===== src/rtl/button_debounce.sv =====
// rtl/button_debounce.sv - pushbutton synchroniser and debouncer with press, release and long-press events
module button_debounce #(
  parameter int DEBOUNCE_CYCLES   = 540_000,
  parameter int LONG_PRESS_CYCLES = 27_000_000,
  parameter bit ACTIVE_LOW        = 1'b1,
  parameter int CNT_W             = 8
) (
  input  logic             clk,
  input  logic             rst_n,
  input  logic             i_btn,
  output logic             o_level,
  output logic             o_press,
  output logic             o_release,
  output logic             o_long_press,
  output logic [CNT_W-1:0] o_press_count
);

  localparam int DW = $clog2(DEBOUNCE_CYCLES);
  localparam int HW = $clog2(LONG_PRESS_CYCLES);
  localparam logic [DW-1:0] DEB_LAST  = DW'(DEBOUNCE_CYCLES - 1);
  localparam logic [HW-1:0] HOLD_LAST = HW'(LONG_PRESS_CYCLES - 1);

  typedef enum logic [1:0] {
    IDLE,
    PRESS_WAIT,
    PRESSED,
    RELEASE_WAIT
  } state_t;

  state_t           state, state_d;
  logic [1:0]       sync;
  logic             s;
  logic [DW-1:0]    deb_cnt, deb_d;
  logic [HW-1:0]    hold_cnt, hold_d;
  logic             long_done, long_done_d;
  logic             level_d, press_d, release_d, long_d;
  logic [CNT_W-1:0] count_d;

  // Synchroniser idles at the released pin level so reset never looks like a press.
  always_ff @(posedge clk or negedge rst_n) begin
    if (!rst_n) begin
      sync <= {2{ACTIVE_LOW}};
    end else begin
      sync <= {sync[0], i_btn};
    end
  end

  assign s = sync[1] ^ ACTIVE_LOW;

  always_ff @(posedge clk or negedge rst_n) begin
    if (!rst_n) begin
      state         <= IDLE;
      deb_cnt       <= '0;
      hold_cnt      <= '0;
      long_done     <= 1'b0;
      o_level       <= 1'b0;
      o_press       <= 1'b0;
      o_release     <= 1'b0;
      o_long_press  <= 1'b0;
      o_press_count <= '0;
    end else begin
      state         <= state_d;
      deb_cnt       <= deb_d;
      hold_cnt      <= hold_d;
      long_done     <= long_done_d;
      o_level       <= level_d;
      o_press       <= press_d;
      o_release     <= release_d;
      o_long_press  <= long_d;
      o_press_count <= count_d;
    end
  end

  always_comb begin
    state_d     = state;
    deb_d       = deb_cnt;
    hold_d      = hold_cnt;
    long_done_d = long_done;
    level_d     = o_level;
    press_d     = 1'b0;
    release_d   = 1'b0;
    long_d      = 1'b0;
    count_d     = o_press_count;

    // Hold time keeps running through release bounces; long_done limits it to one pulse per press.
    if (state == PRESSED || state == RELEASE_WAIT) begin
      if (hold_cnt == HOLD_LAST) begin
        if (!long_done) begin
          long_d      = 1'b1;
          long_done_d = 1'b1;
        end
      end else begin
        hold_d = hold_cnt + 1'b1;
      end
    end

    case (state)
      IDLE: begin
        if (s) begin
          state_d = PRESS_WAIT;
          deb_d   = '0;
        end
      end
      PRESS_WAIT: begin
        if (!s) begin
          state_d = IDLE;
          deb_d   = '0;
        end else if (deb_cnt == DEB_LAST) begin
          state_d     = PRESSED;
          level_d     = 1'b1;
          press_d     = 1'b1;
          count_d     = o_press_count + 1'b1;
          hold_d      = '0;
          long_done_d = 1'b0;
        end else begin
          deb_d = deb_cnt + 1'b1;
        end
      end
      PRESSED: begin
        if (!s) begin
          state_d = RELEASE_WAIT;
          deb_d   = '0;
        end
      end
      RELEASE_WAIT: begin
        if (s) begin
          state_d = PRESSED;
          deb_d   = '0;
        end else if (deb_cnt == DEB_LAST) begin
          state_d   = IDLE;
          level_d   = 1'b0;
          release_d = 1'b1;
        end else begin
          deb_d = deb_cnt + 1'b1;
        end
      end
      default: state_d = IDLE;
    endcase
  end

endmodule


===== config.mk =====
export PLATFORM = sky130hd
export DESIGN_NAME = button_debounce
export DESIGN_NICKNAME = d
export VERILOG_FILES = /design/src/rtl/button_debounce.sv
export SDC_FILE = /design/constraint.sdc
export NUM_CORES = 1
export LEC_CHECK = 0
export ABC_AREA = 1
export CORE_ASPECT_RATIO = 0.75
export CORE_MARGIN = 2
export CORE_UTILIZATION = 38
export CTS_BUF_LIST = sky130_fd_sc_hd__clkbuf_8
export DETAILED_ROUTE_END_ITERATION = 8
export GPL_TIMING_DRIVEN = 0
export SKIP_CTS_REPAIR_TIMING = 1
export SYNTH_ARGS = -nofsm -noshare
export SYNTH_HDL_FRONTEND = slang
export SYNTH_SLANG_ARGS = --single-unit
export TNS_END_PERCENT = 30

===== constraint.sdc =====
create_clock -name clk -period 1.5 [get_ports clk]
set_input_delay 0.3 -clock clk [delete_from_list [all_inputs] [get_ports clk]]
set_output_delay 0.3 -clock clk [all_outputs]
set_load 0.02 [all_outputs]

==> results of run 1 <==
==> logic make-up (layout without fill, tap and decap cells) <==
family          after synthesis  in the layout  synth area share (%)
flops                        62             62                  40.7
compound gates               57             57                  8.06
buf+inv                      81            142                  8.68
simple gates                316            317                  37.5
fa+ha+maj                     3              3                 0.983
xor+xnor                     18             18                  4.13
==> report_power, final <==
part / leakage [nW] / total [mW] / switching, mW / internal (mW)
combinational: 1.45 / 1.63 / 0.973 / 0.656
clock: 0.129 / 1.84 / 0.678 / 1.16
sequential: 0.829 / 1.98 / 0.171 / 1.80
==> final cells by class <==
cell class              count  area share [%]
flip-flops and latches     62            31.2
clock buffers              14            3.84
inverters                  73            5.86
clock inverters             2            1.20
plain buffers               8            1.45
repair buffers             45            9.08
multi-input cells         395            44.1
well taps                 132            3.29
==> placed cells by master (no fill, tap or decap), types with 3 or more instances in the layout <==
master,count
inv_2,7
dfrtp_1,51
o21ai_2,3
a31oi_1,4
nand3_2,5
buf_8,3
nand2_2,12
o21ai_1,8
nor2_1,58
nor2_4,9
a21oi_1,10
o21ai_0,18
dlymetal6s2s_1,12
buf_4,27
dfrtp_2,9
nand3_4,4
nor3_1,16
nor2_2,13
xor2_1,10
nand2_4,7
clkbuf_8,14
nand2_1,131
a21oi_2,10
nand4_1,15
inv_1,62
nand3_1,38
xnor2_1,6
==> flip-flops by register name, summed over array words and instances (netlist names), named ones only <==
name / cells
o_long_press: 1
o_press: 1
sync: 2
long_done: 1
state: 1
o_level: 1
o_press_count: 8
hold_cnt: 25
deb_cnt: 20
o_release: 1
==> path summary, 6_finish.rpt <==
check / startpoint / endpoint / slack, ns
min in group clk: sync[0] / sync[1] / 0.36
min: rst_n / deb_cnt[13] / 0.05
max: deb_cnt[0] / hold_cnt[24] / -0.24
max reg2reg: deb_cnt[0] / hold_cnt[24] / -0.24
min reg2reg: sync[0] / sync[1] / 0.36
max in group asynchronous: rst_n / hold_cnt[12] / 0.88
==> metal layers <==
layer,global-route usage [%],vias up,share of wire (%)
met2,25.2,131,42
li1,-,1840,-
met3,5.11,17,7.0
met4,4.02,0,1.3
met5,0,-,0
met1,28.6,1716,50
==> out/metrics.csv, run 1 <==
metric,value,unit
status,finished with violations,
syn2layout_area_growth,31.3,%
fill_cells,952,
fin_setup_tns,-6.45,ns
irDropWorstVdd,0.546,mV
path_cells,ha_4 -> nand3_4 -> nor3_4 -> nand3_4 -> inv_8 -> clkbuf_16 -> nor2_1,
ff_latch_area,1570,sq um
clkLatencyLatePin,0.35,ns
synth-seq-cells,62,
r2r_cells,7,
grt_pass1_vias,3288,
drive_above_1_share,24.9,%
design_area,5010,sq um
critical_path_buf_inv_count,2,
avgSynthCellArea,7.11,sq um
dp_hpwl,6840,microns
crit_path_start_kind,flip-flop,
grt_pass1_wl,16100,microns
async_reset_ff_share,100,%
numClockSinks,62,
fin_ws,-0.239,ns
nets,600,
fmax,0.575,GHz
finalClockSkew,0.00839,ns
clock_path_buffers,2,
rsz0062_at_grt,true,
cts_htree_levels,3,
grt.total_usage,18.5,%
failed_checks,negative setup slack,
die_w,120,microns
fin_util,51.7,%
ys_seq_area_share,40.7,%
rows,31,
hold_class,primary input to async pin,
die_area,10900,sq um
start_util,39.4,%
via_count,3704,
cts_root_buffer,clkbuf_8,
endpoint_kind,flip-flop,
ys_types,40,
finalPower,5.45,mW
num_antenna_cells,0,
hold_slack,0.0497,ns
routabilityCongestion,0.875,
syn_nets,543,
critPathKind,flip-flop to flip-flop,
crit_top_cell,nand3_4,
cp_top_family,simple AND/OR/NAND/NOR gates,
synthCells,537,
relSlewSlack,46.0,%
io_pins,15,
instances_no_fill,731,
finalSetupViolCount,50,
synth_area_leaders,"dfrtp_1, nand2_1, nor2_1",
synth_common_cells,"nand2_1, nor2_1, inv_1",
post_drt_wl_per_cell,14.5,microns
power_density,1090,nW/um^2
required,1.74,ns
finalCritPeriodShare,116,%
dpl.cell_count,683,
min_period,1.74,ns
dp_slack,-0.241,ns
multiInputGateArea,2210,sq um
yosys.area.top_type_share,39.3,%
cts_tree,yes,
wl,10600,microns
first_pass_iters,5,
hold_viol_final,0,
vias_per_cell,5.07,
globalRoute.totalOverflow,0,
power.leakage,2.40,nW
maxSlewViolCount,0,
placed_cell_area,4120,sq um
synth_ff_type,dfrtp_1,
worst_pin_slew,0.811,ns
post-route-drc-count,0,
crit_path_top_delay_cell,dfrtp_1,
crit_path_max_incr_delay,0.44,ns
drt_iter0_drc,278,
dieHeight,90.8,microns
cp_max_fo,7,
synth-edff-count,0,
crit_arrival,1.98,ns
core,9700,sq um
cp.depth,7,
grt_antenna_before_repair,0,
cts_made_buffers,9,
yosysWarnings,0,
antenna_left,0,
syn_area,3820,sq um
yosysMostFrequentCell,nand2_1,
io_buffers,14,
synth_top_cell_by_area,dfrtp_1,
max_cap_viol_count,0,
grt_max_degree,63,
clk_pin_slew,0.07,ns
No activity file was read; power rests on OpenSTA's default activity.
==> inputs of run 2 (changes only) <==
--- a/config.mk
+++ b/config.mk
@@ -8,10 +8,11 @@
 export ABC_AREA = 1
 export CORE_ASPECT_RATIO = 0.75
 export CORE_MARGIN = 2
-export CORE_UTILIZATION = 38
+export CORE_UTILIZATION = 46
 export CTS_BUF_LIST = sky130_fd_sc_hd__clkbuf_8
 export DETAILED_ROUTE_END_ITERATION = 8
 export GPL_TIMING_DRIVEN = 0
+export PLACE_DENSITY = 0.65
 export SKIP_CTS_REPAIR_TIMING = 1
 export SYNTH_ARGS = -nofsm -noshare
 export SYNTH_HDL_FRONTEND = slang
==> out/metrics.csv, run 2 (synthesis gave the netlist of run 1 again) <==
metric,value,unit,change
power.leakage,2.33,nW,-3.0%
grt_antenna_before_repair,0,,unchanged
dpl.cell_count,656,,-4.0%
fmax,0.605,GHz,+5.3%
vias_per_cell,5.34,,+5.4%
finalSetupViolCount,42,,-16%
dp_hpwl,6760,microns,-1.1%
drt_iter0_drc,267,,-4.0%
nets,588,,-2.0%
crit_path_start_kind,flip-flop,,
top_layer,met4,,
die_w,109,microns,-8.8%
hold_class,primary input to async pin,,
globalRoute.totalOverflow,0,,unchanged
regMostFlops,hold_cnt,,
final_common_cell,nand2_1,,
clk_pin_slew,0.07,ns,about the same
cts_tree,yes,,
rsz0062_at_grt,true,,
core,7990,sq um,-18%
finalClockSkew,0.00928,ns,+0.000893 ns
irDropWorstVdd,0.575,mV,+5.2%
endpoint_kind,flip-flop,,
dp_slack,-0.246,ns,-0.00483 ns
first_pass_iters,5,,unchanged
antenna_left,0,,unchanged
syn2layout_area_growth,26.3,%,
r2r_start,deb_cnt[0],,
cts_made_buffers,9,,unchanged
drive_above_1_share,23.9,%,-1.0 points
die_area,9050,sq um,-17%
cp_max_fo,6,,-1
crit_top_cell,nand3_4,,
grt.total_usage,22.0,%,+3.6 points
fin_setup_tns,-3.50,ns,+2.95 ns
critPathKind,flip-flop to flip-flop,,
io_buffers,14,,unchanged
worst_pin_slew,0.802,ns,-0.00828 ns
crit_path_max_incr_delay,0.41,ns,-0.03 ns
power_density,1030,nW/um^2,-5.5%
required,1.74,ns,about the same
crit_path_top_delay_cell,dfrtp_2,,
wirelength_met1,4870,microns,-8.0%
dr_wl_met3,983,microns,+33%
numClockSinks,62,,unchanged
grt_pass1_vias,3112,,-5.4%
top_regs,"hold_cnt (25), deb_cnt (20), o_press_count (8)",,
min_period,1.65,ns,-0.0871 ns
hold_viol_final,0,,unchanged
io_pins,15,,unchanged
path_cells,ha_4 -> nand3_4 -> nor3_4 -> nand3_4 -> inv_8 -> clkbuf_16 -> a21oi_2,,
instances_no_fill,692,,-5.3%
routabilityCongestion,0.926,,+5.8%
cts_root_buffer,clkbuf_8,,
num_antenna_cells,0,,unchanged
failed_checks,negative setup slack,,
clkLatencyLatePin,0.35,ns,about the same
grt_pass1_wl,15600,microns,-2.7%
dieHeight,82.9,microns,-8.7%
fill_cells,719,,-24%
rows,28,,-9.7%
finalCritPeriodShare,110,%,-5.8 points
clock_path_buffers,2,,unchanged
wl,10100,microns,-5.0%
cts_htree_levels,3,,unchanged
crit_start,deb_cnt[0],,
maxSlewViolCount,0,,unchanged
crit_arrival,1.89,ns,-0.09 ns
final_cell_mix,"nand2_1, inv_1, nor2_1",,
largest_reg_flops,25,,unchanged
via_count,3695,,-0.24%
fin_ws,-0.152,ns,+0.0871 ns
dr_wl_met2,4160,microns,-6.2%
relSlewSlack,46.5,%,+0.55 points
max_cap_viol_count,0,,unchanged
post_drt_wl_per_cell,14.6,microns,+0.38%
status,finished with violations,,
grt_max_degree,63,,unchanged
start_util,47.8,%,+8.4 points
post-route-drc-count,0,,unchanged
-- run 2: changes by cell type in the layout (fill, tap and decap cells not counted), sizes merged --
cell	before	now
nand3	47	46
buf	35	24
bufinv	2	1
inv	73	76
clkinv	0	2
clkbuf	19	13
clkinvlp	0	2
-- run 2: power breakdown --
| part | switching (mW) | internal [mW] |
|---|---|---|
| clock network | 0.728 | 0.772 |
| registers | 0.164 | 1.80 |
| logic | 0.918 | 0.567 |
| total | 1.81 | 3.14 |
-- run 2: final timing paths --
path	endpoint	slack, ns	cells past startpoint
min	deb_cnt[4]	0.02	1
min reg2reg	sync[1]	0.38	0
max	hold_cnt[16]	-0.15	7
min in group clk	sync[0]	0.38	1
max reg2reg	hold_cnt[16]	-0.15	7
max in group asynchronous	hold_cnt[12]	0.90	1
-- run 2: area by class of cell --
type	count	area [sq um]	share of cell area, %
Multi-Input combinational cell	394	2220	45.9
Timing Repair inverter	1	11.3	0.233
Tap cell	105	131	2.72
Timing Repair Buffer	33	352	7.29
Buffer	8	65.1	1.35
Sequential cell	62	1560	32.4
Inverter	73	287	5.94
Clock inverter	7	75.1	1.56
Clock buffer	9	124	2.57
-- run 2: critical path, delay by kind of cell, from the launching register on --
family                     cells  cell delay (ns)
adders and majority gates      1             0.16
and+or+nand+nor                3             0.61
DFF                            1             0.41
AOI/OAI and AO/OA              1             0.03
buffers and inverters          2             0.32
-- run 2: stage by stage --
stage | hold slack (ns) | util [%] | area (sq um) | power [mW]
2_1_floorplan | 0.00441 | - | 3820 | 2.74
3_3_place_gp | 0.356 | 51.2 | 4090 | 3.02
3_5_place_dp | 0.361 | 51.2 | 4090 | 3.04
4_1_cts | 0.0792 | 53.7 | 4290 | 4.56
5_1_grt | 0.0991 | 60.4 | 4820 | 5.23
6_report | 0.0232 | 60.4 | 4820 | 4.95
-- run 2: metal layers --
| metal | GRT usage [%] | vias to the layer above |
|---|---|---|
| met5 | 0 | - |
| met4 | 3.45 | 0 |
| met3 | 5.34 | 8 |
| met2 | 28.6 | 154 |
| met1 | 36.8 | 1727 |
| li1 | - | 1806 |
==> inputs of run 3 (changes only) <==
--- a/config.mk
+++ b/config.mk
@@ -6,13 +6,15 @@
 export NUM_CORES = 1
 export LEC_CHECK = 0
 export ABC_AREA = 1
+export ABC_CLOCK_PERIOD_IN_PS = 1500
 export CORE_ASPECT_RATIO = 0.75
 export CORE_MARGIN = 2
 export CORE_UTILIZATION = 46
 export CTS_BUF_LIST = sky130_fd_sc_hd__clkbuf_8
 export DETAILED_ROUTE_END_ITERATION = 8
+export GPL_ROUTABILITY_DRIVEN = 0
 export GPL_TIMING_DRIVEN = 0
-export PLACE_DENSITY = 0.65
+export PLACE_DENSITY = 0.67
 export SKIP_CTS_REPAIR_TIMING = 1
 export SYNTH_ARGS = -nofsm -noshare
 export SYNTH_HDL_FRONTEND = slang
==> out/metrics.csv, run 3 (synthesis gave the netlist of run 1 again) <==
metric,value,unit,change
first_pass_iters,5,,unchanged
clkLatencyLatePin,0.34,ns,about the same
dieHeight,82.9,microns,unchanged
finalClockSkew,0.00544,ns,-0.00384 ns
drive_above_1_share,20.1,%,-3.7 points
failed_checks,negative setup slack,,
num_antenna_cells,0,,unchanged
status,finished with violations,,
dp_hpwl,6670,microns,-1.4%
post_drt_wl_per_cell,14.6,microns,+0.47%
p_switching,1.85,mW,+2.1%
drt_iter0_drc,279,,+4.5%
fill_cells,699,,-2.8%
io_buffers,14,,unchanged
cp_max_fo,10,,+4
r2r_start,deb_cnt[0],,
die_w,109,microns,unchanged
cts_tree,yes,,
fin_ws,-0.136,ns,+0.0158 ns
crit_path_start_kind,flip-flop,,
power_density,1120,nW/um^2,+8.6%
finalPower,5.26,mW,+6.3%
grt.total_usage,22.3,%,+0.25 points
final_cell_mix,"nand2_1, nor2_1, inv_1",,
multiInputGateArea,2120,sq um,-4.3%
grt_pass1_wl,15900,microns,+1.6%
largest_reg_flops,25,,unchanged
critical_path_buf_inv_count,2,,unchanged
antenna_left,0,,unchanged
crit_arrival,1.87,ns,-0.02 ns
crit_start,deb_cnt[0],,
cts_made_buffers,9,,unchanged
ff_latch_area,1560,sq um,about the same
cp_top_family,simple AND/OR/NAND/NOR gates,,
relSlewSlack,47.7,%,+1.2 points
top_regs,"hold_cnt (25), deb_cnt (20), o_press_count (8)",,
endpoint_kind,flip-flop,,
post-route-drc-count,0,,unchanged
irDropWorstVdd,0.659,mV,+15%
die_area,9050,sq um,unchanged
via_count,3698,,+0.081%
numClockSinks,62,,unchanged
maxSlewViolCount,0,,unchanged
rsz0062_at_grt,true,,
intPower,3.42,mW,+8.7%
start_util,47.8,%,unchanged
max_cap_viol_count,0,,unchanged
vias_per_cell,5.35,,+0.23%
crit_top_cell,nand3_4,,
worst_pin_slew,0.784,ns,-0.0179 ns
hold_class,primary input to async pin,,
design_area,4720,sq um,-2.1%
finalSetupViolCount,39,,-7.1%
final_common_cell,nand2_1,,
cts_htree_levels,3,,unchanged
fin_setup_tns,-3.26,ns,+0.248 ns
placed_cell_area,4090,sq um,unchanged
dpl.cell_count,656,,unchanged
grt_pass1_vias,3268,,+5.0%
path_cells,ha_4 -> nand3_4 -> nor3_4 -> nand3_4 -> clkinv_4 -> buf_8 -> nor2_1,,
finalCritPeriodShare,109,%,-1.1 points
fmax,0.611,GHz,+0.96%
globalRoute.totalOverflow,0,,unchanged
io_pins,15,,unchanged
critPathKind,flip-flop to flip-flop,,
wl,10100,microns,+0.33%
regMostFlops,hold_cnt,,
required,1.73,ns,about the same
power.leakage,2.29,nW,-1.9%
rows,28,,unchanged
grt_max_degree,63,,unchanged
instances_no_fill,691,,-0.14%
crit_path_top_delay_cell,dfrtp_2,,
cts_root_buffer,clkbuf_8,,
min_period,1.64,ns,-0.0158 ns
clock_path_buffers,2,,unchanged
hold_slack,0.0316,ns,+0.00838 ns
p_clk_share,30.3,%,about the same
clk_pin_slew,0.07,ns,about the same
p_comb_share,32.2,%,+2.2 points
grt_antenna_before_repair,0,,unchanged
p_seq_share,37.6,%,-2.1 points
core,7990,sq um,unchanged
hold_viol_final,0,,unchanged
nets,588,,unchanged
syn2layout_area_growth,23.6,%,
swShare,35.1,%,-1.5 points
crit_path_max_incr_delay,0.41,ns,about the same
run 3: changes by cell type in the layout (fill, tap and decap cells not counted), sizes merged:
| cell | previous run | this run |
|---|---|---|
| buf | 24 | 25 |
| bufinv | 1 | 2 |
| clkbuf | 13 | 12 |
| clkinv | 2 | 4 |
| clkinvlp | 2 | 0 |
| inv | 76 | 73 |
| nand3 | 46 | 47 |
run 3: cell type report:
class | count | area share [%]
multi-input combinational | 395 | 44.9
sequential | 62 | 33.1
timing repair buffer | 33 | 7.29
inverter | 73 | 6.18
tap | 105 | 2.78
clock buffer | 9 | 2.62
clock inverter | 6 | 1.67
buffer | 8 | 1.40
run 3: per-stage QoR:
| stage | utilization, % | setup WS [ns] |
|---|---|---|
| floorplan | - | 0.0116 |
| global placement | 51.2 | -1.97 |
| detailed placement | 51.2 | -0.224 |
| CTS | 53.7 | -0.242 |
| global route | 59.1 | -0.270 |
| finish | 59.1 | -0.136 |
run 3: metal layers:
metal | up-vias | routed length (microns) | global-route usage [%]
met4 | 0 | 129 | 4.49
met3 | 14 | 793 | 6.20
met1 | 1736 | 5140 | 36.9
met2 | 135 | 4040 | 28.3
li1 | 1813 | - | -
met5 | - | 0 | 0
run 3: worst register-to-register path, delay by kind of cell, from the launching register on:
kind          cells  cell delay (ns)
fa+ha+maj         1             0.17
buf+inv           2             0.30
simple gates      4             0.65
flops             1             0.41
run 3: final timing paths:
| path | to | cells past startpoint | slack [ns] |
|---|---|---|---|
| worst min-delay path | deb_cnt[4] | 1 | 0.03 |
| max in group asynchronous | hold_cnt[0] | 1 | 0.91 |
| min in group clk | sync[1] | 0 | 0.36 |
| worst max-delay path | hold_cnt[24] | 7 | -0.14 |
| worst min register to register | sync[1] | 0 | 0.36 |
| worst max register to register | hold_cnt[24] | 7 | -0.14 |
run 3: power groups by stage:
stage	Clock (mW)	Sequential (mW)	Combinational, mW
floorplan	0	1.93	0.810
CTS	1.61	1.93	1.09
global placement	0	1.96	1.06
global route	1.71	1.99	1.82
finish	1.59	1.98	1.69
detailed placement	0	1.96	1.08
